`config.mk`:
```
export PLATFORM = sky130hd
export DESIGN_NAME = vadd_host_driver_flat
export DESIGN_NICKNAME = d
export VERILOG_FILES = /design/src/rtl/vadd_host_driver_pkg.sv /design/src/rtl/vadd_host_driver_if.sv /design/src/rtl/vadd_host_driver.sv /design/src/flat_wrapper.sv
export SDC_FILE = /design/constraint.sdc
export NUM_CORES = 1
export LEC_CHECK = 0
export CORE_MARGIN = 2
export CORE_UTILIZATION = 52
export CTS_CLUSTER_SIZE = 28
export DETAILED_ROUTE_END_ITERATION = 12
export PLACE_DENSITY = 0.83
export SKIP_LAST_GASP = 1
export SLEW_MARGIN = 40
export SYNTH_ARGS = -nofsm -noshare
export SYNTH_HDL_FRONTEND = slang
export SYNTH_SLANG_ARGS = --single-unit
```
`constraint.sdc`:
```
create_clock -name clock -period 19.13 [get_ports clock]
set_input_delay 3.826 -clock clock [delete_from_list [all_inputs] [get_ports clock]]
set_output_delay 3.826 -clock clock [all_outputs]
set_load 0.005 [all_outputs]
```
`src/rtl/vadd_host_driver_pkg.sv`:
```
// Opcodes, register ids, FSM states and command record for the vadd host driver.
package vadd_host_pkg;

  localparam logic [31:0] OP_NOP    = 32'd0;
  localparam logic [31:0] OP_WR_REG = 32'd1;
  localparam logic [31:0] OP_RD_REG = 32'd2;
  localparam logic [31:0] OP_WR_MEM = 32'd3;
  localparam logic [31:0] OP_RD_MEM = 32'd4;

  localparam logic [31:0] REG_AP_START = 32'd0;
  localparam logic [31:0] REG_AP_DONE  = 32'd1;
  localparam logic [31:0] REG_A        = 32'd2;
  localparam logic [31:0] REG_B        = 32'd3;
  localparam logic [31:0] REG_C        = 32'd4;
  localparam logic [31:0] REG_LENGTH   = 32'd5;

  typedef enum logic [3:0] {
    S_IDLE, S_WR_ALO, S_WR_AHI, S_WR_BLO, S_WR_BHI, S_WR_CLO, S_WR_CHI,
    S_WR_LEN, S_WR_START, S_POLL, S_GAP, S_CLR_DONE, S_READ, S_HOLD, S_FIN
  } state_t;

  typedef struct packed {
    logic [31:0] opcode;
    logic [31:0] id;
    logic [31:0] mask;
    logic [31:0] in;
    logic [31:0] addr;
  } cmd_t;

  function automatic cmd_t wrReg(logic [31:0] regId, logic [31:0] regMask, logic [31:0] data);
    cmd_t c;
    c = '0;
    c.opcode = OP_WR_REG;
    c.id     = regId;
    c.mask   = regMask;
    c.in     = data;
    return c;
  endfunction

endpackage

```
`src/rtl/vadd_host_driver_if.sv`:
```
// Command bus toward the harness responder plus the valid/ready result port.
interface vadd_host_driver_if;

  logic [31:0] opcode;
  logic [31:0] id;
  logic [31:0] mask;
  logic [31:0] in;
  logic [31:0] addr;
  logic [31:0] rsp;
  logic        rd_valid;
  logic        rd_ready;
  logic [31:0] rd_data;

  modport master (
    output opcode, id, mask, in, addr,
    input  rsp,
    output rd_valid, rd_data,
    input  rd_ready
  );

  modport slave (
    input  opcode, id, mask, in, addr,
    output rsp,
    input  rd_valid, rd_data,
    output rd_ready
  );

endinterface

```
`src/rtl/vadd_host_driver.sv`:
```
// Host-side command initiator: programs the vadd kernel, polls ap_done, clears it,
// then streams the result vector out of device memory one word at a time.
module vadd_host_driver
  import vadd_host_pkg::*;
#(
  parameter int unsigned POLL_GAP     = 4,
  parameter int unsigned POLL_TIMEOUT = 4096,
  parameter int unsigned ADDR_SHIFT   = 2
) (
  input  logic                clock,
  input  logic                reset,
  input  logic                start,
  input  logic [63:0]         a_base,
  input  logic [63:0]         b_base,
  input  logic [63:0]         c_base,
  input  logic [31:0]         length,
  output logic                busy,
  output logic                done,
  output logic                error,
  vadd_host_driver_if.master  bus
);

  localparam logic [31:0] TIMEOUT_W = 32'(POLL_TIMEOUT);
  localparam logic [31:0] GAP_LAST  = 32'(POLL_GAP - 1);

  state_t      state_q, state_d;
  logic [63:0] aBase_q, aBase_d, bBase_q, bBase_d, cBase_q, cBase_d;
  logic [31:0] length_q, length_d;
  logic [31:0] gapCnt_q, gapCnt_d;
  logic [31:0] pollCnt_q, pollCnt_d;
  logic [31:0] idx_q, idx_d;
  cmd_t        cmd_q, cmd_d;
  logic        busy_q, busy_d, done_q, done_d, error_q, error_d;
  logic        rdValid_q, rdValid_d;
  logic [31:0] rdData_q, rdData_d;

  always_comb begin
    state_d   = state_q;
    aBase_d   = aBase_q;
    bBase_d   = bBase_q;
    cBase_d   = cBase_q;
    length_d  = length_q;
    gapCnt_d  = gapCnt_q;
    pollCnt_d = pollCnt_q;
    idx_d     = idx_q;
    error_d   = error_q;
    rdValid_d = rdValid_q;
    rdData_d  = rdData_q;

    unique case (state_q)
      S_IDLE: begin
        if (start) begin
          state_d   = S_WR_ALO;
          aBase_d   = a_base;
          bBase_d   = b_base;
          cBase_d   = c_base;
          length_d  = length;
          error_d   = 1'b0;
          pollCnt_d = '0;
          gapCnt_d  = '0;
          idx_d     = '0;
        end
      end
      S_WR_ALO:   state_d = S_WR_AHI;
      S_WR_AHI:   state_d = S_WR_BLO;
      S_WR_BLO:   state_d = S_WR_BHI;
      S_WR_BHI:   state_d = S_WR_CLO;
      S_WR_CLO:   state_d = S_WR_CHI;
      S_WR_CHI:   state_d = S_WR_LEN;
      S_WR_LEN:   state_d = S_WR_START;
      S_WR_START: state_d = S_POLL;
      S_POLL: begin
        // A done seen on the final allowed poll still wins over the timeout.
        pollCnt_d = pollCnt_q + 32'd1;
        if (bus.rsp[0]) begin
          state_d = S_CLR_DONE;
        end else if (pollCnt_d >= TIMEOUT_W) begin
          error_d = 1'b1;
          state_d = S_FIN;
        end else if (POLL_GAP == 0) begin
          state_d = S_POLL;
        end else begin
          gapCnt_d = '0;
          state_d  = S_GAP;
        end
      end
      S_GAP: begin
        if (gapCnt_q == GAP_LAST) state_d = S_POLL;
        else                      gapCnt_d = gapCnt_q + 32'd1;
      end
      S_CLR_DONE: begin
        idx_d   = '0;
        state_d = (length_q == 32'd0) ? S_FIN : S_READ;
      end
      S_READ: begin
        rdData_d  = bus.rsp;
        rdValid_d = 1'b1;
        state_d   = S_HOLD;
      end
      S_HOLD: begin
        if (rdValid_q && bus.rd_ready) begin
          rdValid_d = 1'b0;
          idx_d     = idx_q + 32'd1;
          state_d   = (idx_d == length_q) ? S_FIN : S_READ;
        end
      end
      S_FIN:   state_d = S_IDLE;
      default: state_d = S_IDLE;
    endcase

    // Outputs are decoded from the next state so they appear registered in that state's cycle.
    cmd_d = '0;
    unique case (state_d)
      S_WR_ALO:   cmd_d = wrReg(REG_A, 32'd0, aBase_d[31:0]);
      S_WR_AHI:   cmd_d = wrReg(REG_A, 32'd1, aBase_d[63:32]);
      S_WR_BLO:   cmd_d = wrReg(REG_B, 32'd0, bBase_d[31:0]);
      S_WR_BHI:   cmd_d = wrReg(REG_B, 32'd1, bBase_d[63:32]);
      S_WR_CLO:   cmd_d = wrReg(REG_C, 32'd0, cBase_d[31:0]);
      S_WR_CHI:   cmd_d = wrReg(REG_C, 32'd1, cBase_d[63:32]);
      S_WR_LEN:   cmd_d = wrReg(REG_LENGTH, 32'd0, length_d);
      S_WR_START: cmd_d = wrReg(REG_AP_START, 32'd0, 32'd1);
      S_POLL: begin
        cmd_d.opcode = OP_RD_REG;
        cmd_d.id     = REG_AP_DONE;
      end
      S_CLR_DONE: cmd_d = wrReg(REG_AP_DONE, 32'd0, 32'd0);
      S_READ: begin
        cmd_d.opcode = OP_RD_MEM;
        cmd_d.addr   = (cBase_d[31:0] >> ADDR_SHIFT) + idx_d;
      end
      default: cmd_d = '0;
    endcase

    busy_d = !(state_d inside {S_IDLE, S_FIN});
    done_d = (state_d == S_FIN);
  end

  always_ff @(posedge clock or posedge reset) begin
    if (reset) begin
      state_q   <= S_IDLE;
      aBase_q   <= '0;
      bBase_q   <= '0;
      cBase_q   <= '0;
      length_q  <= '0;
      gapCnt_q  <= '0;
      pollCnt_q <= '0;
      idx_q     <= '0;
      cmd_q     <= '0;
      busy_q    <= 1'b0;
      done_q    <= 1'b0;
      error_q   <= 1'b0;
      rdValid_q <= 1'b0;
      rdData_q  <= '0;
    end else begin
      state_q   <= state_d;
      aBase_q   <= aBase_d;
      bBase_q   <= bBase_d;
      cBase_q   <= cBase_d;
      length_q  <= length_d;
      gapCnt_q  <= gapCnt_d;
      pollCnt_q <= pollCnt_d;
      idx_q     <= idx_d;
      cmd_q     <= cmd_d;
      busy_q    <= busy_d;
      done_q    <= done_d;
      error_q   <= error_d;
      rdValid_q <= rdValid_d;
      rdData_q  <= rdData_d;
    end
  end

  assign bus.opcode   = cmd_q.opcode;
  assign bus.id       = cmd_q.id;
  assign bus.mask     = cmd_q.mask;
  assign bus.in       = cmd_q.in;
  assign bus.addr     = cmd_q.addr;
  assign bus.rd_valid = rdValid_q;
  assign bus.rd_data  = rdData_q;
  assign busy         = busy_q;
  assign done         = done_q;
  assign error        = error_q;

endmodule

```
`src/flat_wrapper.sv`:
```
// flat-port wrapper written by rule: the top's interface ports become plain ports
module vadd_host_driver_flat import vadd_host_pkg::*;
#(
  parameter int unsigned POLL_GAP     = 4,
  parameter int unsigned POLL_TIMEOUT = 4096,
  parameter int unsigned ADDR_SHIFT   = 2
)
  (clock, reset, start, a_base, b_base, c_base, length, busy, done, error, bus_opcode, bus_id, bus_mask, bus_in, bus_addr, bus_rsp, bus_rd_valid, bus_rd_data, bus_rd_ready);
  vadd_host_driver_if bus_i ();
  input  logic clock;
  input  logic reset;
  input  logic start;
  input  logic [63:0] a_base;
  input  logic [63:0] b_base;
  input  logic [63:0] c_base;
  input  logic [31:0] length;
  output logic busy;
  output logic done;
  output logic error;
  output wire logic [$bits(bus_i.opcode)-1:0] bus_opcode;
  output wire logic [$bits(bus_i.id)-1:0] bus_id;
  output wire logic [$bits(bus_i.mask)-1:0] bus_mask;
  output wire logic [$bits(bus_i.in)-1:0] bus_in;
  output wire logic [$bits(bus_i.addr)-1:0] bus_addr;
  input wire logic [$bits(bus_i.rsp)-1:0] bus_rsp;
  output wire logic [$bits(bus_i.rd_valid)-1:0] bus_rd_valid;
  output wire logic [$bits(bus_i.rd_data)-1:0] bus_rd_data;
  input wire logic [$bits(bus_i.rd_ready)-1:0] bus_rd_ready;
  assign bus_opcode = bus_i.opcode;
  assign bus_id = bus_i.id;
  assign bus_mask = bus_i.mask;
  assign bus_in = bus_i.in;
  assign bus_addr = bus_i.addr;
  assign bus_i.rsp = bus_rsp;
  assign bus_rd_valid = bus_i.rd_valid;
  assign bus_rd_data = bus_i.rd_data;
  assign bus_i.rd_ready = bus_rd_ready;
  vadd_host_driver #(.POLL_GAP(POLL_GAP), .POLL_TIMEOUT(POLL_TIMEOUT), .ADDR_SHIFT(ADDR_SHIFT)) u_core (.clock(clock), .reset(reset), .start(start), .a_base(a_base), .b_base(b_base), .c_base(c_base), .length(length), .busy(busy), .done(done), .error(error), .bus(bus_i));
endmodule
```
==> flow_metrics.py <==
metrics = {
    "outcome": {
        "outcome": "complete, no violations",
    },
    "min_path": {
        "hp-start": "u_core.bBase_q[55]",
        "hold_depth": 2,
        "min-delay-path-class": "flip-flop to flip-flop",
        "hold_path_end": "u_core.bBase_q[55]",
    },
    "sta": {
        "hold_viol_final": 0,
        "setup_tns_ns": 0,
        "slew_viol_final": 0,
        "setup_viol": 0,
        "clock.fmax_ghz": 0.107,
        "max_slew_margin": 0.451,
        "rsz0062_at_grt": "false",
        "fin_worst_skew_ns": 0.0195,
        "tightest_slew_ns": 0.824,
        "post-route-period-util": 0.490,
        "fin_crit_ns": 9.37,
    },
    "detailed_routing": {
        "avgRoutedWirePerCell_um": 22.0,
        "drc": 0,
        "vias": 20100,
        "antenna_left": 0,
        "drt_iter0_markers": 2189,
        "drtPass1Iterations": 8,
        "routed_via_density": 6.12,
        "routed_wl_um": 72300,
    },
    "floorplanning": {
        "num_io_pins": 456,
        "die_h_um": 206,
        "num_rows": 74,
        "die_x_um": 206,
        "dieArea_mm2": 0.0426,
        "start_util": 0.525,
        "coreArea_mm2": 0.0406,
    },
    "clock_tree": {
        "clk_pin_slew_ns": 0.06,
        "post-cts-setup-buffer-count": 0,
        "holdBufCountCts": 0,
        "cts_tree": "built",
        "cts_num_sinks": 399,
        "cts-root-buf": "clkbuf_16",
        "clk_latency_ns": 0.59,
        "htreeDepth": 2,
        "cts_resized": 0,
        "clockBufferDepth": 3,
        "cts_buffers": 43,
    },
    "yosys": {
        "synth_edf_count": 0,
        "synth_warnings": 0,
        "synth_seq_cells": 399,
        "synth-seq-area-share": 0.468,
        "yosys.cell_types.count": 87,
        "syn-cell-area_mm2": 0.0213,
        "synth-async-reset-ratio": 1.00,
        "netlist_instances": 2425,
        "synthFlopType": "dfrtp_1",
        "syn_avg_cell_area_um2": 8.79,
    },
    "cells_and_area": {
        "area_growth_pct": 24.7,
        "fin_nets": 3012,
        "num-fill-cells": 3178,
        "drive_above_1_share": 0.0665,
        "final_cell_count_no_fill": 3290,
        "final-seq-area_mm2": 0.00998,
        "multiInputGateArea_mm2": 0.0103,
    },
    "setup_path": {
        "critical_path.cell_chain": "clkdlybuf4s50_1 > or3b_2 > nor3_2 > buf_4 > buf_4 > buf_12 > buf_6 > nand2_1 > nand2_1 > ha_1 > o21ai_0 > a211oi_1 > nor3_1 > nor4_1 > o21ai_0 > o21ai_1 > mux2_2 > o31a_1",
        "startpoint_type": "input port",
        "path_buf_inv": 5,
        "crit_path_top_delay_cell": "nor4_1",
        "reg2reg_setup_slack_ns": 12.89,
        "r2r-end": "u_core.bus.addr[30]",
        "end_kind": "flip-flop",
        "rr_startpoint": "u_core.state_q[1]",
        "crit_family": "buffers and inverters",
        "path_max_fanout": 91,
        "worstPathRequired_ns": 19.59,
        "crit_type": "input port to flip-flop",
        "worstPathArrival_ns": 9.83,
        "r2r_cells": 18,
        "slowest_delay_ns": 0.56,
    },
    "grt": {
        "grt_pass1_vias": 19500,
        "grt_max_degree": 114,
        "grt_usage": 0.338,
        "grt_remaining_overflow": 0,
        "antenna_found_initial": 7,
        "grt_pass1_wl_um": 110000,
    },
    "placed_design": {
        "portBuffers": 366,
        "placedCellCount": 3202,
        "dp_hpwl_um": 52200,
        "gp_congestion": 0.957,
    },
    "power": {
        "ir_drop_v": 0.0000804,
        "p_leak_nw": 12.3,
        "pwr-share-seq": 0.372,
        "power.internal_mw": 2.22,
        "clockPowerShare": 0.242,
        "swShare": 0.391,
        "p_comb_frac": 0.386,
        "switchingPower_mw": 1.43,
        "p_per_area_mw_per_mm2": 137,
        "power_mw": 3.65,
    },
    "run": {
        "cap_violations": 0,
    },
}
## synth_stat cells, types with 6 or more instances
cell type	n	area [um^2]
and4_1	17	149
o31ai_1	29	218
and3_1	38	238
ha_1	33	413
o21bai_1	6	45.0
a21o_1	22	165
a21oi_1	78	390
buf_4	93	698
a22oi_1	32	240
buf_1	9	33.8
o21ai_1	55	275
xnor2_1	29	254
a211oi_1	6	45.0
o21ai_0	139	696
nand3_1	56	280
inv_1	21	78.8
a222oi_1	16	160
clkbuf_1	117	439
o21a_1	8	60.1
nand2_1	656	2460
a221o_1	14	140
nand4_1	53	332
nor4_1	24	150
mux2i_1	19	190
xor2_1	36	315
nand2b_1	15	93.8
nor2_1	110	413
a31oi_1	35	219
o211ai_1	6	45.0
o41ai_1	7	61.3
mux2_2	37	417
nor3_1	49	245
a22o_1	15	131
dfrtp_1	399	9980
and2_1	11	68.8
or3_1	6	37.5
buf_2	16	80.1
nor2b_1	9	56.3
## power groups by stage
stage	sequential (mW)	clock [mW]	combinational, mW
3_3_place_gp	1.34	0	1.32
4_1_cts	1.34	0.894	1.38
2_1_floorplan	1.28	0	0.875
6_report	1.35	0.884	1.41
3_5_place_dp	1.35	0	1.36
5_1_grt	1.38	0.926	1.52
## how the worst max path moves through the flow
stage	from	cells past startpoint	slack, ns	end
after floorplan	reset	1	4.21	u_core.aBase_q[32]
after global placement	start	17	9.05	u_core.bus.addr[30]
after detailed placement	start	17	8.98	u_core.bus.addr[30]
after CTS	start	17	9.57	u_core.bus.addr[30]
after global routing	start	18	9.40	u_core.bus.addr[30]
final	start	18	9.76	u_core.bus.addr[30]
## kinds of logic (layout without fill, tap and decap cells)
family / count (synthesis) / in the layout / share of synthesized area
buffers and inverters: 263 / 500 / 0.0648
AND/OR/NAND/NOR: 1086 / 1086 / 0.232
adder cells (fa/ha/maj): 34 / 34 / 0.0203
AO/OA/AOI/OAI: 521 / 521 / 0.159
flip-flops: 399 / 399 / 0.468
multiplexers: 56 / 56 / 0.0285
other: 1 / 97 / 0.000176
XOR/XNOR: 65 / 65 / 0.0267
## layout by cell type (no fill, tap or decap), drive strengths merged, types with 16 or more instances in the layout
cell           netlist  routed
a22oi               32      32
nand3               58      58
and3                38      38
a222oi              16      16
xor2                36      36
clkbuf             119      56
and4                17      17
conb                 1      89
mux2i               19      19
nor2               110     110
a21oi               78      78
nand4               57      57
nor3                52      52
a31oi               35      35
o21ai              194     194
mux2                37      37
xnor2               29      29
buf                121      34
ha                  33      33
dfrtp              399     399
nand2              657     657
o31ai               29      29
nor4                29      29
a21o                22      22
clkdlybuf4s50        0     366
inv                 22      22
## layer usage
| layer | vias to the layer above | GRT usage | routed length [um] |
|---|---|---|---|
| met4 | 0 | 0.164 | 3890 |
| met5 | - | 0 | 0 |
| met2 | 1224 | 0.540 | 33700 |
| met3 | 213 | 0.0706 | 7070 |
| met1 | 9774 | 0.440 | 27700 |
| li1 | 8931 | - | - |
## stage by stage
step | utilization | worst slack (ns) | hold WS, ns | instance area, um^2
global route | 0.654 | 9.40 | 0.487 | 26600
floorplan | - | 4.21 | 0.437 | 21700
detailed placement | 0.615 | 8.98 | 0.458 | 25000
global placement | 0.614 | 9.05 | 0.452 | 25000
CTS | 0.652 | 9.57 | 0.473 | 26500
finish | 0.654 | 9.76 | 0.473 | 26600
## cell type report
type                            instances  share of cell area
Multi-Input combinational cell       1851               0.389
Tap cell                              532              0.0250
Sequential cell                       399               0.376
Inverter                               23             0.00372
Clock inverter                         21              0.0121
Antenna cell                            8            0.000753
Timing Repair Buffer                  400               0.149
Clock buffer                           56              0.0442
## sequential cells by signal, summed over array words and instances, names as in the netlist
signal,flops
u_core.done,1
u_core.pollCnt_q,32
u_core.bus.rd_valid,1
u_core.gapCnt_q,32
u_core.bus.mask,1
u_core.cBase_q,64
u_core.bus.addr,32
u_core.aBase_q,32
u_core.bus.opcode,3
u_core.busy,1
u_core.length_q,32
u_core.bBase_q,64
u_core.bus.in,32
u_core.error,1
u_core.state_q,4
u_core.bus.id,3
u_core.bus.rd_data,32
u_core.idx_q,32
## worst reg2reg max path, stage by stage (launching register included)
cell      delay (ns)
dfrtp_1         0.36
buf_4           0.22
or3b_2          0.54
nor3_2          0.11
buf_4           0.50
buf_4           0.53
buf_12          0.30
buf_6           0.54
nand2_1         0.14
nand2_1         0.14
ha_1            0.25
o21ai_0         0.15
a211oi_1        0.35
nor3_1          0.18
nor4_1          0.56
o21ai_0         0.24
o21ai_1         0.33
mux2_2          0.38
o31a_1          0.30
Power figures use the tool's default switching activity.
